## src/rtl/pipe_ctrl_if.sv

```systemverilog
// Pipeline-control bundle between the RV32I datapath (master) and pipe_ctrl (slave).
interface pipe_ctrl_if #(
   parameter int CNT_W = 16
);
   logic             jump_en_i;
   logic [31:0]      jump_addr_i;
   logic [4:0]       id_rs1_addr_i;
   logic [4:0]       id_rs2_addr_i;
   logic             id_rs1_use_i;
   logic             id_rs2_use_i;
   logic [4:0]       ex_rd_addr_i;
   logic             ex_load_i;
   logic             mc_start_i;
   logic             mc_done_i;
   logic             jump_en_o;
   logic [31:0]      jump_addr_o;
   logic             hold_pc_o;
   logic             hold_if_id_o;
   logic             hold_id_ex_o;
   logic             flush_if_id_o;
   logic             flush_id_ex_o;
   logic             mc_timeout_o;
   logic [CNT_W-1:0] stall_cnt_o;
   logic [CNT_W-1:0] flush_cnt_o;

   modport master (
      output jump_en_i, jump_addr_i, id_rs1_addr_i, id_rs2_addr_i, id_rs1_use_i,
             id_rs2_use_i, ex_rd_addr_i, ex_load_i, mc_start_i, mc_done_i,
      input  jump_en_o, jump_addr_o, hold_pc_o, hold_if_id_o, hold_id_ex_o,
             flush_if_id_o, flush_id_ex_o, mc_timeout_o, stall_cnt_o, flush_cnt_o
   );

   modport slave (
      input  jump_en_i, jump_addr_i, id_rs1_addr_i, id_rs2_addr_i, id_rs1_use_i,
             id_rs2_use_i, ex_rd_addr_i, ex_load_i, mc_start_i, mc_done_i,
      output jump_en_o, jump_addr_o, hold_pc_o, hold_if_id_o, hold_id_ex_o,
             flush_if_id_o, flush_id_ex_o, mc_timeout_o, stall_cnt_o, flush_cnt_o
   );
endinterface

```

## src/rtl/pipe_ctrl.sv

```systemverilog
// Hold/flush/redirect control for the 3-stage IF/ID/EX pipeline, with a
// multi-cycle EX watchdog and saturating stall/flush performance counters.
//
// state   | meaning
// RUN     | normal issue; handles jumps, mc start and load-use bubbles
// MC_WAIT | EX busy with div/mul; pipeline frozen until done or timeout
module pipe_ctrl #(
   parameter int MC_TIMEOUT = 64,
   parameter int CNT_W      = 16
) (
   input  logic        clk,
   input  logic        rst,
   pipe_ctrl_if.slave  bus
);
   typedef enum logic {RUN, MC_WAIT} state_t;

   localparam int            TMR_W    = $clog2(MC_TIMEOUT);
   localparam logic [TMR_W-1:0] TMR_LOAD = TMR_W'(MC_TIMEOUT - 1);

   state_t             state, state_nxt;
   logic [TMR_W-1:0]   wait_tmr;
   logic [CNT_W-1:0]   stall_cnt, flush_cnt;
   logic               mc_timeout;
   logic               timeout_set;
   logic               lu;
   logic               jump_en, hold_pc, hold_if_id, hold_id_ex, flush_if_id, flush_id_ex;
   logic [31:0]        jump_addr;

   always_comb begin
      lu = bus.ex_load_i && (bus.ex_rd_addr_i != 5'd0) &&
           ((bus.id_rs1_use_i && (bus.id_rs1_addr_i == bus.ex_rd_addr_i)) ||
            (bus.id_rs2_use_i && (bus.id_rs2_addr_i == bus.ex_rd_addr_i)));
   end

   always_ff @(posedge clk or negedge rst) begin
      if (!rst) begin
         state <= RUN;
      end else begin
         state <= state_nxt;
      end
   end

   // Outputs are forced low while reset is asserted, independent of inputs.
   always_comb begin
      state_nxt   = state;
      timeout_set = 1'b0;
      jump_en     = 1'b0;
      jump_addr   = 32'd0;
      hold_pc     = 1'b0;
      hold_if_id  = 1'b0;
      hold_id_ex  = 1'b0;
      flush_if_id = 1'b0;
      flush_id_ex = 1'b0;
      if (rst) begin
         case (state)
            RUN: begin
               if (bus.jump_en_i) begin
                  jump_en     = 1'b1;
                  jump_addr   = bus.jump_addr_i;
                  flush_if_id = 1'b1;
                  flush_id_ex = 1'b1;
               end else if (bus.mc_start_i) begin
                  hold_pc    = 1'b1;
                  hold_if_id = 1'b1;
                  hold_id_ex = 1'b1;
                  state_nxt  = MC_WAIT;
               end else if (lu) begin
                  hold_pc     = 1'b1;
                  hold_if_id  = 1'b1;
                  flush_id_ex = 1'b1;
               end
            end
            MC_WAIT: begin
               if (bus.mc_done_i) begin
                  state_nxt = RUN;
               end else begin
                  hold_pc    = 1'b1;
                  hold_if_id = 1'b1;
                  hold_id_ex = 1'b1;
                  if (wait_tmr == '0) begin
                     state_nxt   = RUN;
                     timeout_set = 1'b1;
                  end
               end
            end
            default: state_nxt = RUN;
         endcase
      end
   end

   // Down-counter preloaded while in RUN so the first MC_WAIT cycle sees the full budget.
   always_ff @(posedge clk or negedge rst) begin
      if (!rst) begin
         wait_tmr <= TMR_LOAD;
      end else if (state == RUN) begin
         wait_tmr <= TMR_LOAD;
      end else if (wait_tmr != '0) begin
         wait_tmr <= wait_tmr - TMR_W'(1);
      end
   end

   always_ff @(posedge clk or negedge rst) begin
      if (!rst) begin
         stall_cnt  <= '0;
         flush_cnt  <= '0;
         mc_timeout <= 1'b0;
      end else begin
         if (hold_pc && (stall_cnt != '1)) begin
            stall_cnt <= stall_cnt + CNT_W'(1);
         end
         if (jump_en && (flush_cnt != '1)) begin
            flush_cnt <= flush_cnt + CNT_W'(1);
         end
         if (timeout_set) begin
            mc_timeout <= 1'b1;
         end
      end
   end

   assign bus.jump_en_o     = jump_en;
   assign bus.jump_addr_o   = jump_addr;
   assign bus.hold_pc_o     = hold_pc;
   assign bus.hold_if_id_o  = hold_if_id;
   assign bus.hold_id_ex_o  = hold_id_ex;
   assign bus.flush_if_id_o = flush_if_id;
   assign bus.flush_id_ex_o = flush_id_ex;
   assign bus.mc_timeout_o  = mc_timeout;
   assign bus.stall_cnt_o   = stall_cnt;
   assign bus.flush_cnt_o   = flush_cnt;
endmodule

```

## src/flat_wrapper.sv

```systemverilog
// flat-port wrapper written by rule: the top's interface ports become plain ports
module pipe_ctrl_flat 
#(
   parameter int MC_TIMEOUT = 64,
   parameter int CNT_W      = 16
)
  (clk, rst, bus_jump_en_i, bus_jump_addr_i, bus_id_rs1_addr_i, bus_id_rs2_addr_i, bus_id_rs1_use_i, bus_id_rs2_use_i, bus_ex_rd_addr_i, bus_ex_load_i, bus_mc_start_i, bus_mc_done_i, bus_jump_en_o, bus_jump_addr_o, bus_hold_pc_o, bus_hold_if_id_o, bus_hold_id_ex_o, bus_flush_if_id_o, bus_flush_id_ex_o, bus_mc_timeout_o, bus_stall_cnt_o, bus_flush_cnt_o);
  pipe_ctrl_if #(.CNT_W(CNT_W)) bus_i ();
  input  logic clk;
  input  logic rst;
  input wire logic [$bits(bus_i.jump_en_i)-1:0] bus_jump_en_i;
  input wire logic [$bits(bus_i.jump_addr_i)-1:0] bus_jump_addr_i;
  input wire logic [$bits(bus_i.id_rs1_addr_i)-1:0] bus_id_rs1_addr_i;
  input wire logic [$bits(bus_i.id_rs2_addr_i)-1:0] bus_id_rs2_addr_i;
  input wire logic [$bits(bus_i.id_rs1_use_i)-1:0] bus_id_rs1_use_i;
  input wire logic [$bits(bus_i.id_rs2_use_i)-1:0] bus_id_rs2_use_i;
  input wire logic [$bits(bus_i.ex_rd_addr_i)-1:0] bus_ex_rd_addr_i;
  input wire logic [$bits(bus_i.ex_load_i)-1:0] bus_ex_load_i;
  input wire logic [$bits(bus_i.mc_start_i)-1:0] bus_mc_start_i;
  input wire logic [$bits(bus_i.mc_done_i)-1:0] bus_mc_done_i;
  output wire logic [$bits(bus_i.jump_en_o)-1:0] bus_jump_en_o;
  output wire logic [$bits(bus_i.jump_addr_o)-1:0] bus_jump_addr_o;
  output wire logic [$bits(bus_i.hold_pc_o)-1:0] bus_hold_pc_o;
  output wire logic [$bits(bus_i.hold_if_id_o)-1:0] bus_hold_if_id_o;
  output wire logic [$bits(bus_i.hold_id_ex_o)-1:0] bus_hold_id_ex_o;
  output wire logic [$bits(bus_i.flush_if_id_o)-1:0] bus_flush_if_id_o;
  output wire logic [$bits(bus_i.flush_id_ex_o)-1:0] bus_flush_id_ex_o;
  output wire logic [$bits(bus_i.mc_timeout_o)-1:0] bus_mc_timeout_o;
  output wire logic [$bits(bus_i.stall_cnt_o)-1:0] bus_stall_cnt_o;
  output wire logic [$bits(bus_i.flush_cnt_o)-1:0] bus_flush_cnt_o;
  assign bus_i.jump_en_i = bus_jump_en_i;
  assign bus_i.jump_addr_i = bus_jump_addr_i;
  assign bus_i.id_rs1_addr_i = bus_id_rs1_addr_i;
  assign bus_i.id_rs2_addr_i = bus_id_rs2_addr_i;
  assign bus_i.id_rs1_use_i = bus_id_rs1_use_i;
  assign bus_i.id_rs2_use_i = bus_id_rs2_use_i;
  assign bus_i.ex_rd_addr_i = bus_ex_rd_addr_i;
  assign bus_i.ex_load_i = bus_ex_load_i;
  assign bus_i.mc_start_i = bus_mc_start_i;
  assign bus_i.mc_done_i = bus_mc_done_i;
  assign bus_jump_en_o = bus_i.jump_en_o;
  assign bus_jump_addr_o = bus_i.jump_addr_o;
  assign bus_hold_pc_o = bus_i.hold_pc_o;
  assign bus_hold_if_id_o = bus_i.hold_if_id_o;
  assign bus_hold_id_ex_o = bus_i.hold_id_ex_o;
  assign bus_flush_if_id_o = bus_i.flush_if_id_o;
  assign bus_flush_id_ex_o = bus_i.flush_id_ex_o;
  assign bus_mc_timeout_o = bus_i.mc_timeout_o;
  assign bus_stall_cnt_o = bus_i.stall_cnt_o;
  assign bus_flush_cnt_o = bus_i.flush_cnt_o;
  pipe_ctrl #(.MC_TIMEOUT(MC_TIMEOUT), .CNT_W(CNT_W)) u_core (.clk(clk), .rst(rst), .bus(bus_i));
endmodule
```

## config.mk

```make
export PLATFORM = sky130hd
export DESIGN_NAME = pipe_ctrl_flat
export DESIGN_NICKNAME = d
export VERILOG_FILES = /design/src/rtl/pipe_ctrl_if.sv /design/src/rtl/pipe_ctrl.sv /design/src/flat_wrapper.sv
export SDC_FILE = /design/constraint.sdc
export NUM_CORES = 1
export LEC_CHECK = 0
export BUFFER_PORTS_ARGS = -buffer_cell sky130_fd_sc_hd__buf_2
export CORE_MARGIN = 3
export CORE_UTILIZATION = 50
export CTS_BUF_LIST = sky130_fd_sc_hd__clkbuf_8
export CTS_CLUSTER_SIZE = 16
export DETAILED_ROUTE_END_ITERATION = 7
export GPL_ROUTABILITY_DRIVEN = 0
export PLACE_DENSITY = 0.88
export REMOVE_ABC_BUFFERS = 1
export SLEW_MARGIN = 20
export SYNTH_ARGS = -nofsm -noshare
export SYNTH_HDL_FRONTEND = slang
export SYNTH_SLANG_ARGS = --single-unit
```

## constraint.sdc

```tcl
create_clock -name clk -period 4 [get_ports clk]
set_input_delay 0.2 -clock clk [delete_from_list [all_inputs] [get_ports clk]]
set_output_delay 0.2 -clock clk [all_outputs]
set_load 0.005 [all_outputs]
```

# Yosys cells after proc, flatten, opt, wreduce, memory -nomap -nowiden
# Cells that the tools add are included.
# op_classes
addsub	3
eq_ne	5
muxes	29
n_bitwise	1
reduce_logical	10
# op_table
op	n
two-way mux 32 bit	3
adder 16 x 1 -> 16 bit (second input constant)	2
inequality test 16 bit (second input constant)	2
two-way mux 1 bit	21
two-way mux 6 bit	2
== test 5 bit	2
logical AND 1 bit	6
zero test 6 bit	1
one-hot mux 1 bit (2 select lines)	3
nonzero test 6 bit	1
subtractor 6 x 1 -> 6 bit (second input constant)	1
nonzero test 5 bit	1
inequality test 2 bit (second input constant)	1
logical OR 1 bit	1
NOT 1 bit	1
# word_totals
regBits	40
in_bits	55
output_inout_bits	71
wordCells	53

# Logic depth before layout (Yosys ltp)
# logic_depth
ltp_word	10
mapped_depth	9

# Least setup slack after synthesis
# No wires, ideal clock.
# synth_path
kind	reg-to-reg
start	reg u_core.stall_cnt[2] (netlist: u_core.bus.stall_cnt_o[2])
end	reg u_core.stall_cnt[1] (netlist: u_core.bus.stall_cnt_o[1])
setup_time_ns	0.128
t_arrival_ns	1.745
slack_ns	2.128
stages_incl_launch_ff	7
path_buffers	1
synth_period_minus_slack_ns	1.872
path_cell_list	dfrtp_1 nand4_2 nor4_2 nor3_2 a21oi_4 buf_6 mux2_1
# synth_between
elab_chain_len	2
# synth_lines
element	line	rtl
start: declaration	pipe_ctrl.sv:22	logic [CNT_W-1:0] stall_cnt, flush_cnt;
start signal: assignment	pipe_ctrl.sv:109	stall_cnt <= stall_cnt + CNT_W'(1);
inequality test 16 bit	pipe_ctrl.sv:108	if (hold_pc && (stall_cnt != '1)) begin
logical AND 1 bit	pipe_ctrl.sv:108	
# Every way passes these cells.
# A chain may end at the register's enable or synchronous reset.

# Worst setup path in the final report
# layout_path
start	in rst
end	reg u_core.stall_cnt[11] (netlist: u_core.bus.stall_cnt_o[11])
# layout_between
elab_chain_len	2
# layout_lines
element	line	rtl
start: declaration	flat_wrapper.sv:10	input logic rst;
two-way mux 1 bit	pipe_ctrl.sv:54	if (rst) begin
logical AND 1 bit	pipe_ctrl.sv:108	
# Every way passes these cells.

==> flow_summary_export.csv <==
group,metric,value,unit
run_status,status,"finished clean",
cts,cts_made_buffers,5,
worst_setup_path,endpoint_kind,"flop",
worst_setup_path,crit_chain,"dlygate4sd3_1, buf_2, buf_4, o21ai_0, nor2_1, a21oi_4, nor4_1, xor2_1",
global_route,grt_pass1_wl,9510,um
global_route,grt_max_degree,44,
yosys,ys_seq_area_share,43.1,%
worst_hold_path,min_path_cells,2,
worst_setup_path,crit_fanout,43,
sta,fin_ws,1.69,ns
yosys,netlist_instances,246,
global_route,grt_overflow,0,
sta,slew_viol_final,0,
yosys,synth_ff_type,"dfrtp_1",
place,dp_hpwl,4840,um
routing,drt-total-wl,6300,um
sta,period_minus_slack,2.31,ns
die,ios,126,
sta,final-setup-viol-count,0,
yosys,synth_cell_types,42,
global_route,grt_pass1_vias,2039,
layout,finalNetCount,428,
place,dp.cells,413,
worst_setup_path,cp-start-kind,"input pin",
routing,firstDrtPassIters,5,
place,portBuffers,125,
sta,holdWs,0.179,ns
worst_setup_path,critical_path_buf_inv_count,3,
routing,wl_per_cell,14.9,um
sta,fmax,0.433,GHz
yosys,yosys_warnings,0,
worst_setup_path,cp_num_cells,8,
die,die_area,5530,um2
sta,maxSlewHeadroom,63.0,%
die,die_h,74.4,um
worst_setup_path,critPathKind,"in2reg",
sta,fin_skew,0.0171,ns
power_and_ir_drop,p_leak,1.75,nW
yosys,netlist_area,2340,um2
worst_hold_path,hold_class,"in2reg",
cts,cts_max_level,2,
sta,layout_worst_path_cycle_share,57.8,%
place,place_area,2980,um2
worst_setup_path,reg2reg_depth,6,
layout,finalNonFillerCells,422,
layout,syn_to_final_growth,33.6,%
sta,worstMarginPinSlew,0.552,ns
cts,clockRootBuffer,"clkbuf_8",
worst_setup_path,cp.arrival,2.54,ns
routing,drt-vias-per-instance,5.27,
worst_setup_path,max_stage_delay,0.53,ns
power_and_ir_drop,peakVddDrop,0.408,mV
global_route,antenna_found_initial,0,
yosys,avgSynthCellArea,9.50,um2
cts,cts_resized,0,
yosys,synth_edf_count,0,
worst_setup_path,crit_required,4.23,ns
routing,drt-initial-drc-count,162,
cts,cts.sinks,40,
routing,vias,2224,
global_route,track_usage,22.3,%
cts,clkLatencyLatePin,0.30,ns
routing,drc,0,
die,initial_core_util,52.6,%
die,rows,24,
run,maxCapViolCount,0,
layout,drive_gt1_share,40.3,%
sta,rsz0062_at_grt,"no",
yosys,synthArstFlopShare,100,%
worst_setup_path,cp_slowest_cell,"dlygate4sd3_1",
cts,cts_tree,"yes",
sta,hold_viol,0,
yosys,synth-seq-cells,40,
die,coreArea,4440,um2
cts,clockBufferDepth,2,
sta,setup_tns,0,ns
layout,final_area,3120,um2
die,die_w,74.4,um
power_and_ir_drop,powerDensity,402,nW/um2
cts,clk_pin_slew_worst_paths,0.08,ns
place,place_ws,1.90,ns
worst_setup_path,crit_family,"buffers and inverters",
routing,ant_nets,0,
layout,n_antenna_cell,0,
[logic make-up (layout without fill, tap and decap cells)]
family / count (synthesis) / count (layout) / share of synthesized area, %
and+or+nand+nor: 119 / 119 / 28.3
muxes: 2 / 2 / 0.964
adders and majority gates: 4 / 4 / 2.14
AOI/OAI and AO/OA: 16 / 16 / 5.25
DFF: 40 / 40 / 43.1
xor gates and xnor gates: 42 / 42 / 15.7
buffers and inverters: 23 / 147 / 4.44
[state kept, by name, summed over array words and instances, names as in the netlist]
register                 flops
u_core.state                 1
u_core.wait_tmr              6
u_core.bus.flush_cnt_o      16
u_core.bus.mc_timeout_o      1
u_core.bus.stall_cnt_o      16
[worst paths after layout]
path                                                             from                                      to  slack (ns)
worst min register to register    u_core.bus.mc_timeout_o$_DFFE_PN0P_     u_core.bus.mc_timeout_o$_DFFE_PN0P_        0.46
worst min-delay path                                   bus_mc_start_i                u_core.state$_DFFE_PN0P_        0.18
max in group asynchronous                                         rst          u_core.wait_tmr[5]$_DFFE_PN1P_        3.07
min in group asynchronous                                         rst  u_core.bus.flush_cnt_o[13]$_DFFE_PN0P_        0.55
worst max register to register  u_core.bus.stall_cnt_o[0]$_DFFE_PN0P_   u_core.bus.stall_cnt_o[1]$_DFFE_PN0P_        1.84
worst max-delay path                                              rst  u_core.bus.stall_cnt_o[11]$_DFFE_PN0P_        1.69
[cells in the mapped netlist (all sizes together) (2+ instances only)]
cell	instances	area share [%]
and3	35	9.4
dfrtp	34	36
xnor2	23	8.6
xor2	19	7.1
nand3	18	3.9
nand2	17	2.7
nor2	13	2.1
inv	11	1.8
nor3	11	2.6
clkbuf	7	1.1
dfstp	6	6.7
buf	5	1.6
nand4	5	1.6
nor4	5	1.6
o21ai	5	1.1
ha	4	2.1
or3	4	1.1
a21oi	3	1.1
nand2b	3	0.80
mux2	2	0.96
nor2b	2	0.54
nor3b	2	0.86
or2	2	0.54
[placed cells by master (no fill, tap or decap), drive strengths merged]
master,count
o21ai,5
buf,127
mux2,2
o21a,1
or4,1
dlygate4sd3,1
clkbuf,5
nand2,17
nand4,5
nand3,18
nor4,5
xor2,19
dfstp,6
nor3b,2
nor2,13
xnor2,23
ha,4
inv,12
or2,2
a31o,1
or3,4
nor2b,2
o31ai,1
a21oi,3
o211ai,1
and3,35
and4,1
a32o,1
o22ai,1
a41oi,1
dfrtp,34
nand2b,3
bufinv,2
nor3,11
a21boi,1
[cell type report]
class / instances / area, um2
clock buffer: 5 / 68.8
clock inverter: 3 / 63.8
fill: 360 / 1320
inverter: 11 / 41.3
multi-input combinational: 183 / 1220
sequential: 40 / 1010
tap: 52 / 65.1
timing repair buffer: 128 / 651
[per-stage QoR]
stage	utilization (%)	power (mW)
CTS	70.3	1.26
detailed placement	67.1	0.867
global placement	67.1	0.854
finish	70.3	1.25
global route	70.3	1.33
floorplan	-	0.703
[power by group]
part | internal, mW | switching, mW
Combinational | 0.154 | 0.142
Sequential | 0.472 | 0.0951
Clock | 0.247 | 0.145
[metal layers]
layer | vias to the layer above | wire [um] | track usage [%]
met4 | 0 | 63 | 4.94
li1 | 1090 | - | -
met5 | - | 0 | 0
met1 | 1051 | 2700 | 30.9
met3 | 9 | 370 | 5.41
met2 | 74 | 3170 | 35.6
[what timing repair did]
| item | 4_1_cts | 5_1_grt |
|---|---|---|
| hold endpoints to repair | 3 | 0 |
| setup endpoints to repair | 0 | 0 |
| buffers inserted | 0 | 0 |
| hold buffers | 1 | 0 |
Power figures use the tool's default switching activity.
